## config.mk

```make
export PLATFORM = sky130hd
export DESIGN_NAME = tt_sweep_ctrl
export DESIGN_NICKNAME = d
export VERILOG_FILES = /design/src/rtl/tt_sweep_ctrl.sv
export SDC_FILE = /design/constraint.sdc
export NUM_CORES = 1
export LEC_CHECK = 0
export CAP_MARGIN = 30
export CORE_UTILIZATION = 50
export CTS_CLUSTER_DIAMETER = 60
export DETAILED_ROUTE_END_ITERATION = 10
export GPL_TIMING_DRIVEN = 1
export HOLD_SLACK_MARGIN = 0.15
export PLACE_DENSITY_LB_ADDON = 0.05
export SLEW_MARGIN = 15
export SYNTH_ARGS = -nofsm -noshare
export SYNTH_HDL_FRONTEND = slang
export SYNTH_SLANG_ARGS = --single-unit
```

## constraint.sdc

```tcl
create_clock -name clk -period 1.6 [get_ports clk]
set_input_delay 0.48 -clock clk [delete_from_list [all_inputs] [get_ports clk]]
set_output_delay 0.48 -clock clk [all_outputs]
set_load 0.02 [all_outputs]
```

## src/rtl/tt_sweep_ctrl.sv

```systemverilog
// Clocked equivalence sweeper: drives {x,y,z} through 0..7, compares s1/s2 after SETTLE cycles.
// Optional TT_SWEEP_LOG_EN adds tt_s1/tt_s2 truth-table capture outputs.
module tt_sweep_ctrl #(
    parameter int unsigned SETTLE = 1
) (
    input  logic       clk,
    input  logic       rst,
    input  logic       start,
    input  logic       s1,
    input  logic       s2,
    output logic       x,
    output logic       y,
    output logic       z,
    output logic       busy,
    output logic       done,
    output logic       equal,
    output logic [3:0] mis_cnt,
    output logic [2:0] first_bad
`ifdef TT_SWEEP_LOG_EN
    ,
    output logic [7:0] tt_s1,
    output logic [7:0] tt_s2
`endif
);

    typedef enum logic [1:0] {IDLE, APPLY, SAMPLE, DONE} state_t;

    localparam logic [3:0] SETTLE_LAST = 4'(SETTLE - 1);

    state_t     state, state_n;
    logic [2:0] idx, idx_n;
    logic [3:0] cnt, cnt_n;
    logic       busy_n, done_n, equal_n;
    logic [3:0] mis_n;
    logic [2:0] first_n;
`ifdef TT_SWEEP_LOG_EN
    logic [7:0] tt_s1_n, tt_s2_n;
`endif

    assign {x, y, z} = idx;

    always_comb begin
        state_n = state;
        idx_n   = idx;
        cnt_n   = cnt;
        busy_n  = busy;
        done_n  = 1'b0;
        equal_n = equal;
        mis_n   = mis_cnt;
        first_n = first_bad;
`ifdef TT_SWEEP_LOG_EN
        tt_s1_n = tt_s1;
        tt_s2_n = tt_s2;
`endif
        case (state)
            IDLE: begin
                if (start) begin
                    state_n = APPLY;
                    idx_n   = '0;
                    cnt_n   = '0;
                    mis_n   = '0;
                    first_n = '0;
                    equal_n = 1'b0;
                    busy_n  = 1'b1;
`ifdef TT_SWEEP_LOG_EN
                    tt_s1_n = '0;
                    tt_s2_n = '0;
`endif
                end
            end
            APPLY: begin
                if (cnt == SETTLE_LAST) begin
                    state_n = SAMPLE;
                    cnt_n   = '0;
                end else begin
                    cnt_n = cnt + 4'd1;
                end
            end
            SAMPLE: begin
                if (s1 != s2) begin
                    mis_n = mis_cnt + 4'd1;
                    // mis_cnt still zero means this is the first mismatch of the sweep
                    if (mis_cnt == 4'd0)
                        first_n = idx;
                end
`ifdef TT_SWEEP_LOG_EN
                tt_s1_n[idx] = s1;
                tt_s2_n[idx] = s2;
`endif
                if (idx == 3'd7) begin
                    state_n = DONE;
                    done_n  = 1'b1;
                    equal_n = (mis_n == 4'd0);
                end else begin
                    idx_n   = idx + 3'd1;
                    state_n = APPLY;
                end
            end
            DONE: begin
                state_n = IDLE;
                busy_n  = 1'b0;
                idx_n   = '0;
            end
            default: state_n = IDLE;
        endcase
    end

    always_ff @(posedge clk) begin
        if (rst) begin
            state     <= IDLE;
            idx       <= '0;
            cnt       <= '0;
            busy      <= 1'b0;
            done      <= 1'b0;
            equal     <= 1'b0;
            mis_cnt   <= '0;
            first_bad <= '0;
`ifdef TT_SWEEP_LOG_EN
            tt_s1     <= '0;
            tt_s2     <= '0;
`endif
        end else begin
            state     <= state_n;
            idx       <= idx_n;
            cnt       <= cnt_n;
            busy      <= busy_n;
            done      <= done_n;
            equal     <= equal_n;
            mis_cnt   <= mis_n;
            first_bad <= first_n;
`ifdef TT_SWEEP_LOG_EN
            tt_s1     <= tt_s1_n;
            tt_s2     <= tt_s2_n;
`endif
        end
    end

endmodule

```

==> results_tabular.tex <==
\begin{tabular}{lr}
\hline
Metric & Value \\
\hline
\multicolumn{2}{l}{\textbf{Run status}} \\
Status & completed \\
\multicolumn{2}{l}{\textbf{Drt}} \\
1st-pass router iterations & 4 \\
Per-cell via count in the routed design & roughly 5.5 \\
Final routed wire length divided by cell count & between 10 and 15 um \\
Initial DRC Count & 24 \\
Post-route ant nets & 0 \\
Total Routed Length & 2.21 mm \\
Number of remaining DRC errors & 0 \\
Vias & approximately 950 \\
\multicolumn{2}{l}{\textbf{Finish}} \\
Commonest non-fill, non-tap cells in the layout & sky130\_fd\_sc\_hd\_\_dfxtp\_1, sky130\_fd\_sc\_hd\_\_nor2\_1, sky130\_fd\_sc\_hd\_\_a21oi\_1, sky130\_fd\_sc\_hd\_\_dlygate4sd2\_1, sky130\_fd\_sc\_hd\_\_buf\_4 \\
Ratio of cells with drive above 1 in the final layout & 18.9\% \\
Non-filler cells, final & 173 \\
Number of nets in the final layout & 160 \\
Most common cell after layout, fill and taps aside & sky130\_fd\_sc\_hd\_\_dfxtp\_1 \\
Growth of design area from synthesis to finish & 31.2\% \\
Antenna Cells & 0 \\
Post-layout instance area & approximately 0.0013 mm\^{}2 \\
Post-Route Utilization & 73.5\% \\
\multicolumn{2}{l}{\textbf{STA}} \\
Portion of the clock cycle consumed by the worst path in the final layout & a little over nine tenths \\
Total of endpoints with negative setup slack in the final report & 0 \\
FMAX & 0.654 GHz \\
Final Max Slew Viols & 0 \\
Final hold slack & 462 ps \\
Worst relative slew slack & 77.3\% \\
Final Hold Fails & 0 \\
Crit path setup slack, layout & about 71 ps \\
Clock Skew & 3.67 ps \\
Unrepaired setup endpoints after global routing & false \\
Slew at the pin closest to its max-slew limit & between 300 and 400 ps \\
Minimum clock period & 1530 ps \\
\multicolumn{2}{l}{\textbf{Place}} \\
Instance area at placement & about 0.0013 mm\^{}2 \\
Placer Congestion & 0.861 \\
Placed cells & around 170 \\
IO Port Bufs & 17 \\
Post-placement worst setup slack & -444 ps \\
Detailed Place HPWL & 1.58 mm \\
\multicolumn{2}{l}{\textbf{Synth}} \\
Syn\_area\_per\_cell & 8.56 um\^{}2 \\
Synth top area cells & sky130\_fd\_sc\_hd\_\_dfxtp\_1, sky130\_fd\_sc\_hd\_\_a21oi\_1, sky130\_fd\_sc\_hd\_\_ha\_1 \\
Count of distinct cell types in the synthesized netlist & 34 \\
Gate count after technology mapping & roughly 120 \\
Net count of the mapped netlist & 129 \\
Number of register bits inferred by synthesis & 19 \\
Combined area of all synthesized cells & 0.00101 mm\^{}2 \\
Share of Yosys cell area claimed by the top area cell type & between 30\% and 40\% \\
Seq/Total Area, Yosys & 37.7\% \\
Count of synthesis-stage warnings from yosys & 0 \\
Post-synthesis cell type with the largest combined area & sky130\_fd\_sc\_hd\_\_dfxtp\_1 \\
\multicolumn{2}{l}{\textbf{Critical path}} \\
Setup slack, reg-to-reg & 110 ps \\
Most frequent CP cell & sky130\_fd\_sc\_hd\_\_buf\_4 \\
Slowest cell delay on critical path & 410 ps \\
Worst path slowest cell & sky130\_fd\_sc\_hd\_\_clkdlybuf4s50\_1 \\
CP cell instances & clkdlybuf4s50\_1 > nor3b\_2 > buf\_4 > a41oi\_4 > buf\_4 > nand2\_1 > a21oi\_1 \\
Buf+Inv Stages, Crit Path & 3 \\
Critical Path Start Type & input pin \\
Worst setup EP type & flop \\
Critical path class & in2reg \\
Data arrival time at the worst-slack endpoint & roughly 1800 ps \\
Critical path required time & 1830 ps \\
Top delay family on crit path & buffers and inverters \\
Critical-path maximum fanout & 5 \\
\multicolumn{2}{l}{\textbf{Hold path}} \\
Kind of path behind the tightest hold check & reg2reg \\
\multicolumn{2}{l}{\textbf{CTS}} \\
Total CTS buffers & 3 \\
Number of hold buffers added after CTS & 0 \\
Depth of the CTS H-tree & 1 \\
Clock tree from TritonCTS & yes \\
Clock-pin slew on the worst setup and hold paths & 110 ps \\
Cell at the root of the clock tree & sky130\_fd\_sc\_hd\_\_clkbuf\_4 \\
Clock latency at the later pin of the worst-skew pair & approximately 300 ps \\
Number of clock sinks seen by CTS & 19 \\
Number of buffers on the longest clock path & 2 \\
\multicolumn{2}{l}{\textbf{GRT}} \\
Vias in the first global route & between 700 and 800 \\
Initial antenna violation count & 0 \\
Tot GR Track Use & about 22\% \\
Overflow left after global routing & 0 \\
Pin count of the biggest net entering global routing & 19 \\
Wire length of the first global-routing pass & 3.37 mm \\
\multicolumn{2}{l}{\textbf{Floorplanning}} \\
Chip width & about 47 um \\
Initial Utilization & 56.0\% \\
Die Ht & roughly 47 um \\
Area of the die & between 0.002 and 0.0025 mm\^{}2 \\
Boundary pin count & 18 \\
Placeable Area & roughly 0.0018 mm\^{}2 \\
Number of rows in the core area & 15 \\
\multicolumn{2}{l}{\textbf{Pwr}} \\
Reported leakage power & roughly 0.56 nW \\
Highest ir drop seen on vdd & approximately 0.52 mV \\
Power density over the cells & 673 mW/mm\^{}2 \\
\multicolumn{2}{l}{\textbf{Job}} \\
Number of max-capacitance violations reported & 0 \\
\hline
\end{tabular}
==> final cells by class <==
class                           instances  area [um^2]
Inverter                                4         15.0
Multi-Input combinational cell         90          617
Clock buffer                            4         26.3
Tap cell                               25         31.3
Timing Repair Buffer                   31          253
Fill cell                             159          477
Sequential cell                        19          383
==> cell families after synthesis <==
| group | Yosys count | share of synthesized area, % |
|---|---|---|
| XOR/XNOR | 2 | 1.74 |
| adder cells (fa/ha/maj) | 6 | 7.43 |
| multiplexers | 2 | 2.11 |
| AND/OR/NAND/NOR | 49 | 27.1 |
| flip-flops | 19 | 37.7 |
| AO/OA/AOI/OAI | 31 | 20.2 |
| buffers and inverters | 9 | 3.72 |
==> worst min-delay path, cell delays in order (launching register included) <==
cell	delay, ps
sky130_fd_sc_hd__dfxtp_1	330
sky130_fd_sc_hd__nand2_1	50
sky130_fd_sc_hd__a21oi_1	50
==> layer usage <==
layer / part of all wire [%] / routed length (um) / global-route usage (%) / up-vias
li1: - / - / - / 479
met1: 50 / 1100 / 29.4 / 444
met2: 45 / 989 / 34.7 / 18
met3: 3.7 / 81 / 3.46 / 5
met4: 1.4 / 31 / 8.57 / 0
met5: 0 / 0 / 0 / -
==> where the power goes <==
group	internal [mW]	total [mW]	switching, mW
clock network	0.0971	0.243	0.146
registers	0.482	0.495	0.0137
logic	0.0748	0.153	0.0780
total	0.654	0.891	0.238
==> stage by stage <==
stage	power, mW	TNS, ps
floorplan	0.585	0
global placement	0.649	-2830
detailed placement	0.650	-3160
CTS	0.891	0
global route	0.936	0
finish	0.891	0
==> synth_stat cells <==
library cell and n:
sky130_fd_sc_hd__nor4bb_1 2, sky130_fd_sc_hd__a21oi_2 1, sky130_fd_sc_hd__a211oi_1 2, sky130_fd_sc_hd__xor2_1 1, sky130_fd_sc_hd__mux2_1 1, sky130_fd_sc_hd__nand3b_1 3
sky130_fd_sc_hd__nor3b_2 2, sky130_fd_sc_hd__a41oi_2 1, sky130_fd_sc_hd__nor2b_1 4, sky130_fd_sc_hd__clkbuf_1 2, sky130_fd_sc_hd__nand3_1 5, sky130_fd_sc_hd__nor3b_1 1
sky130_fd_sc_hd__o21ai_0 5, sky130_fd_sc_hd__inv_1 4, sky130_fd_sc_hd__a21boi_1 1, sky130_fd_sc_hd__o21bai_1 1, sky130_fd_sc_hd__nor2_1 15, sky130_fd_sc_hd__or2_0 1
sky130_fd_sc_hd__or2_1 2, sky130_fd_sc_hd__ha_1 6, sky130_fd_sc_hd__a311oi_1 1, sky130_fd_sc_hd__mux2i_1 1, sky130_fd_sc_hd__o41ai_2 1, sky130_fd_sc_hd__a41oi_1 1
sky130_fd_sc_hd__nor3_1 3, sky130_fd_sc_hd__nand2_1 5, sky130_fd_sc_hd__a21oi_1 15, sky130_fd_sc_hd__nand2b_1 5, sky130_fd_sc_hd__buf_2 3, sky130_fd_sc_hd__a22oi_1 1
sky130_fd_sc_hd__xnor2_1 1, sky130_fd_sc_hd__dfxtp_1 19, sky130_fd_sc_hd__o21a_1 1, sky130_fd_sc_hd__nand4b_1 1
==> flip-flops by register name (all words and copies together), names as in the netlist <==
| signal | cells |
|---|---|
| cnt | 4 |
| done | 1 |
| idx | 3 |
| equal | 1 |
| busy | 1 |
| mis_cnt | 4 |
| state | 2 |
| first_bad | 3 |
==> path summary, 6_finish.rpt <==
kind                      from           end  depth (start not counted)
setup / recovery         start  first_bad[0]                          7
hold reg to reg   first_bad[2]  first_bad[2]                          2
setup reg to reg        idx[1]         equal                          5
hold / removal    first_bad[2]  first_bad[2]                          2
==> timing repair <==
| item | in CTS | in global routing |
|---|---|---|
| resized for setup | 17 | 6 |
| setup buffers | 1 | 0 |
| endpoints found under the setup margin | 18 | 4 |
| pin swaps | 2 | 0 |
Power figures use the tool's default switching activity.
